--- config.mk ---
export PLATFORM = sky130hd
export DESIGN_NAME = sq_fetch_scheduler
export DESIGN_NICKNAME = d
export VERILOG_FILES = /design/src/rtl/sq_fetch_scheduler.sv
export SDC_FILE = /design/constraint.sdc
export NUM_CORES = 1
export LEC_CHECK = 0
export ABC_AREA = 0
export ABC_CLOCK_PERIOD_IN_PS = 3520
export BUFFER_PORTS_ARGS = -buffer_cell sky130_fd_sc_hd__buf_4
export CORE_ASPECT_RATIO = 0.7
export CORE_UTILIZATION = 52
export CTS_CLUSTER_SIZE = 28
export DETAILED_ROUTE_END_ITERATION = 10
export PLACE_DENSITY = 0.86
export REMOVE_ABC_BUFFERS = 1
export SYNTH_ARGS = -nofsm -noshare
export SYNTH_HDL_FRONTEND = slang
export SYNTH_SLANG_ARGS = --single-unit
--- constraint.sdc ---
create_clock -name clk -period 3.52 [get_ports clk]
set_input_delay 0.352 -clock clk [delete_from_list [all_inputs] [get_ports clk]]
set_output_delay 0.352 -clock clk [all_outputs]
set_load 0.01 [all_outputs]
--- src/rtl/sq_fetch_scheduler.sv ---
// sq_fetch_scheduler
// Walks the RDMA send queue from the hardware head toward the software tail.
// For each pending WQE it issues one 72-bit DataMover MM2S read command.
// It then waits for the read to finish and advances the head, wrapping at sq_size.
//
// Optional build macro: STS_CHECK_EN
//   Defined   : WAIT also needs an OKAY status beat carrying the issued tag.
//               A bad status sets err_flag and parks the FSM in ERR.
//   Undefined : the status channel is drained and ignored.
//               The completion pulse alone finishes a fetch.
module sq_fetch_scheduler #(
    parameter int IDX_W     = 4,
    parameter int WQE_BYTES = 64,
    parameter int ADDR_W    = 32
) (
    input  logic              clk,
    input  logic              rst_n,
    input  logic              global_enable,
    input  logic              sq_head_clr,
    input  logic [ADDR_W-1:0] sq_base_addr,
    input  logic [IDX_W-1:0]  sq_size,
    input  logic [IDX_W-1:0]  sq_tail,
    output logic [IDX_W-1:0]  hw_sq_head,
    output logic              mm2s_cmd_tvalid,
    input  logic              mm2s_cmd_tready,
    output logic [71:0]       mm2s_cmd_tdata,
    input  logic              mm2s_rd_xfer_cmplt,
    input  logic              mm2s_sts_tvalid,
    output logic              mm2s_sts_tready,
    input  logic [7:0]        mm2s_sts_tdata,
    output logic              busy,
    output logic              err_flag,
    output logic [31:0]       wqe_processed,
    output logic [31:0]       status_word
);

    localparam int SHIFT = $clog2(WQE_BYTES);

    typedef enum logic [1:0] {
        IDLE = 2'd0,
        CMD  = 2'd1,
        WAIT = 2'd2,
        ERR  = 2'd3
    } state_t;

    state_t            state_q, state_d;
    logic [IDX_W-1:0]  head_q, head_d;
    logic [IDX_W-1:0]  size_q, size_d;
    logic              err_q, err_d;
    logic [31:0]       cnt_q, cnt_d;
    logic [71:0]       cmd_q, cmd_d;

    logic              fetchReq;
    logic              badIdx;
    logic              startOk;
    logic              startBad;
    logic              clrHead;
    logic              cmdFire;
    logic              fetchDone;
    logic              stsErr;
    logic [IDX_W-1:0]  headInc;
    logic [ADDR_W-1:0] headOff;
    logic [ADDR_W-1:0] saddr;
    logic [71:0]       newCmd;

    assign fetchReq = global_enable && !err_q && (sq_size != '0) && (head_q != sq_tail);
    assign badIdx   = (sq_tail >= sq_size) || (head_q >= sq_size);
    assign clrHead  = (state_q == IDLE) && sq_head_clr;
    assign startOk  = (state_q == IDLE) && !sq_head_clr && fetchReq && !badIdx;
    assign startBad = (state_q == IDLE) && !sq_head_clr && fetchReq && badIdx;
    assign cmdFire  = (state_q == CMD) && mm2s_cmd_tready;
    assign headInc  = head_q + 1'b1;
    assign headOff  = ADDR_W'(head_q) << SHIFT;
    assign saddr    = sq_base_addr + headOff;
    assign newCmd   = {4'h0, 4'(head_q), 32'(saddr), 1'b0, 1'b1, 6'h00, 1'b1, 23'(WQE_BYTES)};

`ifdef STS_CHECK_EN
    logic cmpltSeen_q, cmpltSeen_d;
    logic stsSeen_q, stsSeen_d;
    logic stsFire;
    logic stsBad;

    assign stsFire   = (state_q == WAIT) && mm2s_sts_tvalid;
    assign stsBad    = stsFire && (!mm2s_sts_tdata[7] || (mm2s_sts_tdata[6:4] != 3'b000)
                                   || (mm2s_sts_tdata[3:0] != cmd_q[67:64]));
    assign stsErr    = stsBad;
    assign fetchDone = (state_q == WAIT) && !stsBad
                       && (cmpltSeen_q || mm2s_rd_xfer_cmplt)
                       && (stsSeen_q || stsFire);

    // Remember which of completion / status has already arrived during WAIT
    always_comb begin
        cmpltSeen_d = 1'b0;
        stsSeen_d   = 1'b0;
        if ((state_q == WAIT) && !fetchDone && !stsErr) begin
            cmpltSeen_d = cmpltSeen_q || mm2s_rd_xfer_cmplt;
            stsSeen_d   = stsSeen_q || stsFire;
        end
    end

    // Completion/status tracking flags
    always_ff @(posedge clk or negedge rst_n) begin
        if (!rst_n) begin
            cmpltSeen_q <= 1'b0;
            stsSeen_q   <= 1'b0;
        end else begin
            cmpltSeen_q <= cmpltSeen_d;
            stsSeen_q   <= stsSeen_d;
        end
    end
`else
    logic sts_unused;

    assign sts_unused = ^{mm2s_sts_tvalid, mm2s_sts_tdata};
    assign stsErr     = 1'b0;
    assign fetchDone  = (state_q == WAIT) && mm2s_rd_xfer_cmplt;
`endif

    // FSM state register
    always_ff @(posedge clk or negedge rst_n) begin
        if (!rst_n) begin
            state_q <= IDLE;
        end else begin
            state_q <= state_d;
        end
    end

    // FSM next-state logic
    always_comb begin
        state_d = state_q;
        case (state_q)
            IDLE: begin
                if (startBad) begin
                    state_d = ERR;
                end else if (startOk) begin
                    state_d = CMD;
                end
            end
            CMD: begin
                if (cmdFire) begin
                    state_d = WAIT;
                end
            end
            WAIT: begin
                if (stsErr) begin
                    state_d = ERR;
                end else if (fetchDone) begin
                    state_d = IDLE;
                end
            end
            ERR: begin
                if (!global_enable) begin
                    state_d = IDLE;
                end
            end
            default: state_d = IDLE;
        endcase
    end

    // Datapath next values: head, sampled size, error flag, counter, command word
    always_comb begin
        head_d = head_q;
        size_d = size_q;
        err_d  = err_q;
        cnt_d  = cnt_q;
        cmd_d  = cmd_q;
        if (clrHead) begin
            head_d = '0;
            err_d  = 1'b0;
        end
        if (startBad || stsErr) begin
            err_d = 1'b1;
        end
        if (startOk) begin
            cmd_d  = newCmd;
            size_d = sq_size;
        end
        if (fetchDone) begin
            head_d = (headInc == size_q) ? '0 : headInc;
            cnt_d  = cnt_q + 32'd1;
        end
    end

    // Datapath registers
    always_ff @(posedge clk or negedge rst_n) begin
        if (!rst_n) begin
            head_q <= '0;
            size_q <= '0;
            err_q  <= 1'b0;
            cnt_q  <= '0;
            cmd_q  <= '0;
        end else begin
            head_q <= head_d;
            size_q <= size_d;
            err_q  <= err_d;
            cnt_q  <= cnt_d;
            cmd_q  <= cmd_d;
        end
    end

    // FSM-driven outputs and register readback
    always_comb begin
        mm2s_cmd_tvalid = (state_q == CMD);
        busy            = (state_q != IDLE);
`ifdef STS_CHECK_EN
        mm2s_sts_tready = (state_q == WAIT);
`else
        mm2s_sts_tready = 1'b1;
`endif
        mm2s_cmd_tdata  = cmd_q;
        hw_sq_head      = head_q;
        err_flag        = err_q;
        wqe_processed   = cnt_q;
        status_word     = {16'h0000, state_q, 2'b00, err_q, (state_q != IDLE), 2'b00,
                           4'(sq_tail), 4'(head_q)};
    end

endmodule

==> impl_metrics.csv, run 1 <==
group,metric,value,unit
layout,drive_gt1_frac,0.296,
logic_synthesis,synthFlopType,"dfrtp_1",
setup_path,r2r-start,"hw_sq_head[0]",
floorplan,start_util,0.545,
logic_synthesis,netlist.area_leader.share,0.426,
logic_synthesis,syn_area_per_cell,10.7,sq um
detailed_routing,vias_per_cell,5.08,
cts,post-cts-setup-buffers,0,
floorplan,fp.dieW,116,microns
setup_path,start_kind,"flip-flop",
sta,whs,166,ps
layout,nets,635,
cts,insertion_delay,330,ps
detailed_routing,routedWlPerCell,14.3,microns
hold_path,hold_path.class,"in -> async",
layout,antenna_cells,0,
cts,cts_root_buf,"clkbuf_16",
floorplan,rows,28,
logic_synthesis,synth_area_leaders,"dfrtp_1, buf_4, mux2_1",
placed_design,io_buffers,135,
cts,cts_sinks,80,
setup_path,crit_path_end_kind,"flip-flop",
global_routing,grt_max_degree,81,
setup_path,reg2reg_slack,960,ps
detailed_routing,first_pass_iters,6,
placed_design,place.gp.congestion,0.861,
cts,clock_path_buffers,2,
layout,num-fill-cells,672,
global_routing,track_usage,0.217,
floorplan,die_h,81.5,microns
setup_path,cp-startpoint,"hw_sq_head[0]",
sta,tns,0,ps
setup_path,worstPathRequired,3730,ps
detailed_routing,num_vias,3505,
logic_synthesis,yosys_warnings,0,
cts,cts_tree,"built",
sta,slew_headroom,0.344,
global_routing,grt_overflow,0,
sta,clock.fmax,390,MHz
sta,hold_viol,0,
logic_synthesis,synth.most_common_cell,"dfrtp_1",
cts,ctsResizeCount,0,
logic_synthesis,synth_enable_flop_cells,0,
global_routing,grt_pass1_wl,15700,microns
cts,cts-htree-levels,3,
global_routing,grt_pass1_vias,3342,
floorplan,core,8620,sq um
flow_run,cap_viol_max_count,0,
setup_path,cp.arrival,2770,ps
setup_path,setup.worst_path.class,"reg -> reg",
cts,cts_buffers,9,
placed_design,hpwl,7490,microns
logic_synthesis,ys_ff_latch,80,
layout,syn2layout_area_growth,24.3,%
floorplan,fp.dieArea,9420,sq um
sta,grt_setup_unrepaired,"no",
setup_path,rr_worst_depth,9,
detailed_routing,drt-total-wl,9870,microns
logic_synthesis,async_flop_share,1.00,
setup_path,reg2reg_to,"mm2s_cmd_tdata[62]",
detailed_routing,drc,0,
power,p_leak,2.93,nW
logic_synthesis,synth_top_cell_by_area,"dfrtp_1",
setup_path,path_max_fanout,11,
logic_synthesis,syn_inst,438,
setup_path,endpoint,"mm2s_cmd_tdata[62]",
sta,slew_viol_final,0,
cts,clk_transition_reported_paths,60,ps
sta,skew,6.07,ps
logic_synthesis,yosysSeqAreaShare,0.426,
logic_synthesis,synth_cell_type_count,47,
floorplan,ioPinCount,199,
power,vdd_drop_max,399,uV
sta,post-route-period-util,0.728,
detailed_routing,ant_nets,0,
global_routing,antenna_found_initial,0,
sta,max_slew.worst_pin.slew,984,ps
sta,min_period,2560,ps
detailed_routing,drt-initial-drc-count,169,
outcome,status,"complete, no violations",
logic_synthesis,syn_area,4700,sq um
logic_synthesis,synth_common_cells,"dfrtp_1, buf_4, xnor2_1",
sta,finalSetupViolCount,0,
cts,ctsHoldBuffers,0,
power,power_density,631,nW/um^2
-- layout by cell type (no fill, tap or decap), types with 9 or more instances in the layout --
cell type / n
clkbuf_16: 9
nand4_1: 13
nor2_1: 12
o21ai_0: 10
nand3_1: 21
conb_1: 54
dfrtp_1: 80
xnor2_1: 37
inv_1: 17
xor2_1: 27
buf_4: 137
nand2_1: 27
nor3_1: 10
mux2_1: 31
ha_1: 14
-- metrics by stage --
step,setup WS [ps],instances,util,power [W],cell area (sq um)
after floorplan,597,417,-,0.00203,4340
after global placement,1010,674,0.640,0.00266,5510
after detailed placement,980,674,0.640,0.00272,5510
after CTS,955,690,0.677,0.00372,5840
after global routing,790,690,0.677,0.00391,5840
final,958,690,0.677,0.00368,5840
-- final cells by class --
type | instances | area (sq um) | area share
clock buffers | 9 | 225 | 0.0386
inverters | 17 | 63.8 | 0.0109
flip-flops and latches | 80 | 2000 | 0.343
clock inverters | 7 | 96.3 | 0.0165
multi-input cells | 320 | 2270 | 0.389
repair buffers | 137 | 1030 | 0.176
well taps | 120 | 150 | 0.0257
-- cell families after synthesis --
group | share of synthesized area
AO/OA/AOI/OAI | 0.0349
XOR/XNOR | 0.119
adder cells (fa/ha/maj) | 0.0416
buffers and inverters | 0.132
flip-flops | 0.426
multiplexers | 0.0986
other | 0.00160
AND/OR/NAND/NOR | 0.146
-- sequential cells by signal, summed over array words and instances (netlist names) --
register	cells
size_q	4
wqe_processed	32
err_flag	1
state_q	2
mm2s_cmd_tdata	37
hw_sq_head	4
-- critical path: stages (launching register included) --
cell	delay, ps
dfrtp_1	560
ha_1	250
inv_1	60
fa_1	420
nor2b_1	190
o31ai_1	80
buf_4	180
nor4_1	300
xor2_1	110
mux2_1	300
-- report_power, final --
group          switching, W  total (W)  internal (W)
Clock              0.000368   0.000989      0.000622
Sequential         0.000224    0.00142       0.00120
Combinational      0.000588    0.00128      0.000688
Total               0.00118    0.00368       0.00251
-- worst min path at each step --
stage	start	endpoint	slack [ps]	cells past startpoint
floorplan	rst_n	err_flag	60	0
global placement	wqe_processed[31]	wqe_processed[31]	470	1
detailed placement	mm2s_cmd_tdata[56]	mm2s_cmd_tdata[56]	480	1
CTS	rst_n	wqe_processed[30]	230	1
global route	sq_base_addr[4]	mm2s_cmd_tdata[36]	230	2
finish	rst_n	wqe_processed[25]	170	1
-- routing by layer --
metal	routed length [microns]	global-route usage	up-vias
met2	4730	0.368	167
li1	-	-	1641
met1	4380	0.277	1681
met4	165	0.0883	0
met5	0	0	-
met3	604	0.0391	16
(Power assumes the default switching activity.)
==> run 2, diff against run 1 <==
--- a/config.mk
+++ b/config.mk
@@ -6,13 +6,13 @@
 export NUM_CORES = 1
 export LEC_CHECK = 0
 export ABC_AREA = 0
-export ABC_CLOCK_PERIOD_IN_PS = 3520
+export ABC_CLOCK_PERIOD_IN_PS = 2400
 export BUFFER_PORTS_ARGS = -buffer_cell sky130_fd_sc_hd__buf_4
 export CORE_ASPECT_RATIO = 0.7
-export CORE_UTILIZATION = 52
+export CORE_UTILIZATION = 49
 export CTS_CLUSTER_SIZE = 28
 export DETAILED_ROUTE_END_ITERATION = 10
-export PLACE_DENSITY = 0.86
+export PLACE_DENSITY = 0.82
 export REMOVE_ABC_BUFFERS = 1
 export SYNTH_ARGS = -nofsm -noshare
 export SYNTH_HDL_FRONTEND = slang
==> constraint.sdc (replaced) <==
create_clock -name clk -period 2.4 [get_ports clk]
set_input_delay 0.24 -clock clk [delete_from_list [all_inputs] [get_ports clk]]
set_output_delay 0.24 -clock clk [all_outputs]
set_load 0.01 [all_outputs]
==> run 2 against run 1 <==
Net effect:
- register-to-register slack lost 810 ps
- first-iteration DRC count fell by 15%
- non-clock buffer count is 9 higher
- via count about the same
- sequential share of layout area is 0.62 points lower
- clock power grew 47%
- routed wire length rose by 2.9%
- setup slack got worse by 810 ps
- die area up 6.0%
- combinational power rose by 55%
- sequential power increased by 43%
==> impl_metrics.csv, run 2 (synthesis results as in run 1) <==
group,metric,value,unit
power,vdd_drop_max,562,uV
sta,whs,44.4,ps
cts,clock_path_buffers,2,
cts,cts_root_buf,"clkbuf_16",
placed_design,io_buffers,135,
setup_path,r2r-start,"hw_sq_head[0]",
layout,final_cells,703,
sta,clock.fmax,445,MHz
layout,finish.utilization,0.647,
detailed_routing,vias_per_cell,4.99,
detailed_routing,routedWlPerCell,14.5,microns
placed_design,place.gp.congestion,0.836,
setup_path,cpPeakStageDelay,380,ps
setup_path,cp_cell_sequence,"buf_4 > inv_1 > ha_1 > o21ai_0 > a21oi_1 > nor3b_4 > buf_4 > clkbuf_16 > mux2_1",
detailed_routing,num_vias,3506,
power,total_power,0.00547,W
layout,largest_reg_flops,37,
floorplan,rows,29,
cts,ctsHoldBuffers,0,
setup_path,cp.arrival,2460,ps
placed_design,hpwl,7460,microns
setup_path,worstPathRequired,2610,ps
floorplan,die_h,83.9,microns
layout,final_cell_mix,"buf_4, dfrtp_1, conb_1",
global_routing,grt_pass1_wl,16400,microns
sta,min_period,2250,ps
cts,cts_buffers,9,
global_routing,grt_overflow,0,
placed_design,placedCellCount,685,
floorplan,start_util,0.512,
sta,finalSetupViolCount,0,
setup_path,setup.worst_path.class,"reg -> reg",
sta,hold_viol,0,
detailed_routing,drt-initial-drc-count,144,
setup_path,cp_slowest_cell,"dfrtp_1",
setup_path,reg2reg_slack,150,ps
sta,slew_viol_final,0,
sta,post-route-period-util,0.937,
sta,skew,6.61,ps
sta,max_slew.worst_pin.slew,1020,ps
layout,layout_commonest_cell,"buf_4",
power,power_density,921,nW/um^2
layout,nets,644,
floorplan,fp.dieArea,9990,sq um
cts,cts_tree,"built",
floorplan,ioPinCount,199,
cts,cts-htree-levels,3,
flow_run,cap_viol_max_count,0,
cts,insertion_delay,330,ps
detailed_routing,first_pass_iters,4,
layout,syn2layout_area_growth,26.6,%
detailed_routing,drt-total-wl,10200,microns
layout,drive_gt1_frac,0.309,
sta,grt_setup_unrepaired,"no",
detailed_routing,drc,0,
detailed_routing,ant_nets,0,
cts,clk_transition_reported_paths,60,ps
setup_path,reg2reg_to,"size_q[1]",
layout,antenna_cells,0,
floorplan,core,9180,sq um
outcome,status,"complete, no violations",
setup_path,crit_top_cell,"buf_4",
global_routing,grt_pass1_vias,3325,
global_routing,grt_max_degree,81,
sta,slew_headroom,0.323,
global_routing,antenna_found_initial,0,
hold_path,hold_path.class,"in -> async",
floorplan,fp.dieW,119,microns
setup_path,crit_path_end_kind,"flip-flop",
layout,final_area,5940,sq um
power,p_leak,2.97,nW
setup_path,start_kind,"flip-flop",
placed_design,post_dp_cell_area,5580,sq um
cts,cts_sinks,80,
setup_path,rr_worst_depth,9,
global_routing,track_usage,0.210,
setup_path,path_max_fanout,19,
## run 2: cell types whose count changed in the layout (fill, tap and decap cells not counted), sizes merged
cell      change
clkinvlp      +3
clkbuf        +1
clkinv        -3
buf           +8
## run 2: critical path, delay by kind of cell, from the launching register on
family | cells | cell delay [ps]
buffers and inverters | 4 | 650
AND/OR/NAND/NOR | 1 | 180
adder cells (fa/ha/maj) | 1 | 230
AO/OA/AOI/OAI | 2 | 350
multiplexers | 1 | 340
flip-flops | 1 | 380
## run 2: layout make-up
cell class | count | area [sq um]
clock inverters | 7 | 96.3
flip-flops and latches | 80 | 2000
fillers | 750 | 3240
inverters | 17 | 63.8
repair buffers | 146 | 1130
well taps | 124 | 155
multi-input cells | 320 | 2270
clock buffers | 9 | 225
## run 2: worst max path at each step
stage / from / end / slack, ps
finish: hw_sq_head[0] / size_q[1] / 150
global route: hw_sq_head[0] / size_q[1] / 9
CTS: hw_sq_head[0] / mm2s_cmd_tdata[52] / 40
detailed placement: sq_base_addr[6] / mm2s_cmd_tdata[56] / 60
global placement: sq_base_addr[6] / mm2s_cmd_tdata[52] / 110
floorplan: hw_sq_head[0] / size_q[0] / -520
## run 2: per-layer routing
layer / part of all wire / track usage / vias up / wire [microns]
met4: 0.018 / 0.0759 / 0 / 179
li1: - / - / 1659 / -
met5: 0 / 0 / - / 0
met2: 0.46 / 0.342 / 137 / 4710
met1: 0.46 / 0.276 / 1693 / 4710
met3: 0.055 / 0.0423 / 17 / 556
## run 2: repair_timing
action | 4_1_cts | 5_1_grt
endpoints found under the setup margin | 0 | 36
resized for setup | 0 | 1
setup buffers | 0 | 1
## run 2: per-stage QoR
step | setup WS (ps) | setup TNS (ps)
final | 152 | 0
after global routing | 9.35 | 0
after CTS | 43.7 | 0
after detailed placement | 63.0 | 0
after global placement | 111 | 0
after floorplan | -523 | -19740
## run 2: power by group
part           switching, W  total (W)  leakage, nW  internal (W)
registers          0.000280    0.00203         1.03       0.00175
logic              0.000925    0.00199         1.79       0.00107
clock network      0.000539    0.00145        0.148      0.000910
==> run 3, diff against run 2 <==
--- a/config.mk
+++ b/config.mk
@@ -13,7 +13,6 @@
 export CTS_CLUSTER_SIZE = 28
 export DETAILED_ROUTE_END_ITERATION = 10
 export PLACE_DENSITY = 0.82
-export REMOVE_ABC_BUFFERS = 1
 export SYNTH_ARGS = -nofsm -noshare
 export SYNTH_HDL_FRONTEND = slang
 export SYNTH_SLANG_ARGS = --single-unit
==> run 3 against run 2 <==
Net effect:
- setup slack improved by 20 ps
- die area did not move
- sequential power about the same
- clock-buffer cell count increased by 3
- utilization fell by 0.29 points
- clock power down 14%
- first-iteration DRC count fell by 4.9%
- flip-flop and latch count unchanged
- global-route usage up 0.36 points
- combinational power is essentially flat
- via count decreased by 1.6%
- critical path type unchanged
- critical endpoint is now mm2s_cmd_tdata[62]
- largest power group unchanged
- highest routed layer unchanged
==> impl_metrics.csv, run 3 (synthesis results as in run 1) <==
group,metric,value,unit
placed_design,post_dp_cell_area,5620,sq um
cts,cts_tree,"built",
placed_design,hpwl,7890,microns
setup_path,setup.worst_path.class,"reg -> reg",
setup_path,worstPathRequired,2600,ps
setup_path,reg2reg_to,"mm2s_cmd_tdata[62]",
hold_path,min_from,"sq_base_addr[0]",
setup_path,path_max_fanout,8,
sta,min_period,2230,ps
detailed_routing,drt-initial-drc-count,137,
flow_run,cap_viol_max_count,0,
global_routing,grt_overflow,0,
sta,grt_setup_unrepaired,"no",
detailed_routing,drc,0,
floorplan,die_h,83.9,microns
layout,nets,646,
floorplan,ioPinCount,199,
cts,cts_root_buf,"clkbuf_16",
power,vdd_drop_max,716,uV
setup_path,cp.arrival,2430,ps
cts,clock_path_buffers,2,
hold_path,hold_end,"mm2s_cmd_tdata[32]",
power,p_leak,2.96,nW
cts,cts_sinks,80,
power,power_density,894,nW/um^2
global_routing,grt_max_degree,46,
hold_path,hold_path.class,"in -> reg",
layout,final_cell_mix,"buf_4, dfrtp_1, conb_1",
setup_path,reg2reg_slack,170,ps
cts,insertion_delay,320,ps
placed_design,placedCellCount,688,
layout,num-fill-cells,762,
sta,finalSetupViolCount,0,
sta,clock.fmax,449,MHz
sta,setup_ws,172,ps
detailed_routing,first_pass_iters,4,
detailed_routing,num_vias,3450,
floorplan,core,9180,sq um
detailed_routing,routedWlPerCell,14.4,microns
detailed_routing,ant_nets,0,
sta,skew,5.01,ps
hold_path,hold_depth,2,
cts,cts-htree-levels,3,
floorplan,start_util,0.512,
layout,final-seq-area,2000,sq um
global_routing,grt_pass1_wl,16700,microns
sta,slew_viol_final,0,
cts,cts_buffers,9,
sta,tns,0,ps
global_routing,antenna_found_initial,0,
layout,drive_gt1_frac,0.307,
global_routing,grt_pass1_vias,3348,
layout,final_area,5920,sq um
layout,largest_reg_flops,37,
layout,layout_commonest_cell,"buf_4",
cts,clk_transition_reported_paths,60,ps
floorplan,fp.dieW,119,microns
setup_path,start_kind,"flip-flop",
layout,multi_input_area,2280,sq um
placed_design,place.gp.congestion,0.838,
placed_design,place_ws,-272,ps
layout,finish.utilization,0.645,
layout,final_cells,704,
placed_design,io_buffers,135,
detailed_routing,drt-total-wl,10200,microns
setup_path,rr_worst_depth,8,
detailed_routing,vias_per_cell,4.90,
setup_path,crit_path_end_kind,"flip-flop",
global_routing,track_usage,0.213,
setup_path,r2r-start,"hw_sq_head[0]",
outcome,status,"complete, no violations",
floorplan,rows,29,
sta,post-route-period-util,0.928,
floorplan,fp.dieArea,9990,sq um
layout,syn2layout_area_growth,26.0,%
sta,hold_viol,0,
layout,antenna_cells,0,
run 3: cell types whose count changed in the layout (fill, tap and decap cells not counted), sizes merged:
cell         change
buf              +2
bufinv           -2
clkbuf           +2
clkinvlp         -2
dlygate4sd3      +1
run 3: metal layers:
metal	up-vias	share of wire	track usage
li1	1659	-	-
met1	1671	0.46	0.288
met5	-	0	0
met3	8	0.040	0.0464
met4	0	0.012	0.0725
met2	112	0.49	0.339
run 3: area by class of cell:
class,count,share of cell area
sequential,80,0.338
clock buffer,12,0.0433
tap,124,0.0262
inverter,17,0.0108
timing repair buffer,148,0.192
clock inverter,3,0.00296
multi-input combinational,320,0.386
run 3: what timing repair did:
action | in CTS | in global routing
setup endpoints to repair | 11 | 4
hold buffers | 1 | 0
buffers inserted | 0 | 0
endpoints found under the hold margin | 35 | 0
resized for setup | 1 | 1
run 3: power by group:
group	internal, W	switching (W)
sequential	0.00176	0.000279
combinational	0.00106	0.000940
clock	0.000747	0.000503
run 3: worst max path at each step:
stage | startpoint | endpoint | slack, ps
after floorplan | hw_sq_head[0] | mm2s_cmd_tdata[62] | 90
after global placement | hw_sq_head[0] | mm2s_cmd_tdata[52] | -70
after detailed placement | hw_sq_head[0] | mm2s_cmd_tdata[52] | -270
after CTS | hw_sq_head[0] | mm2s_cmd_tdata[52] | 40
after global routing | hw_sq_head[0] | mm2s_cmd_tdata[62] | 10
final | hw_sq_head[0] | mm2s_cmd_tdata[62] | 170
run 3: metrics by stage:
step | total power [W] | hold WS, ps
after global placement | 0.00399 | 230
after floorplan | 0.00314 | -55.6
after CTS | 0.00535 | 118
after global routing | 0.00562 | 118
after detailed placement | 0.00407 | 230
final | 0.00529 | 129
run 3: critical path: stages (launching register included):
cell and delay, ps:
dfrtp_1 350, ha_1 170, inv_1 50, fa_1 390, nor2b_1 260, o31ai_4 150
nor4_1 320, xor2_1 110, mux2_1 310
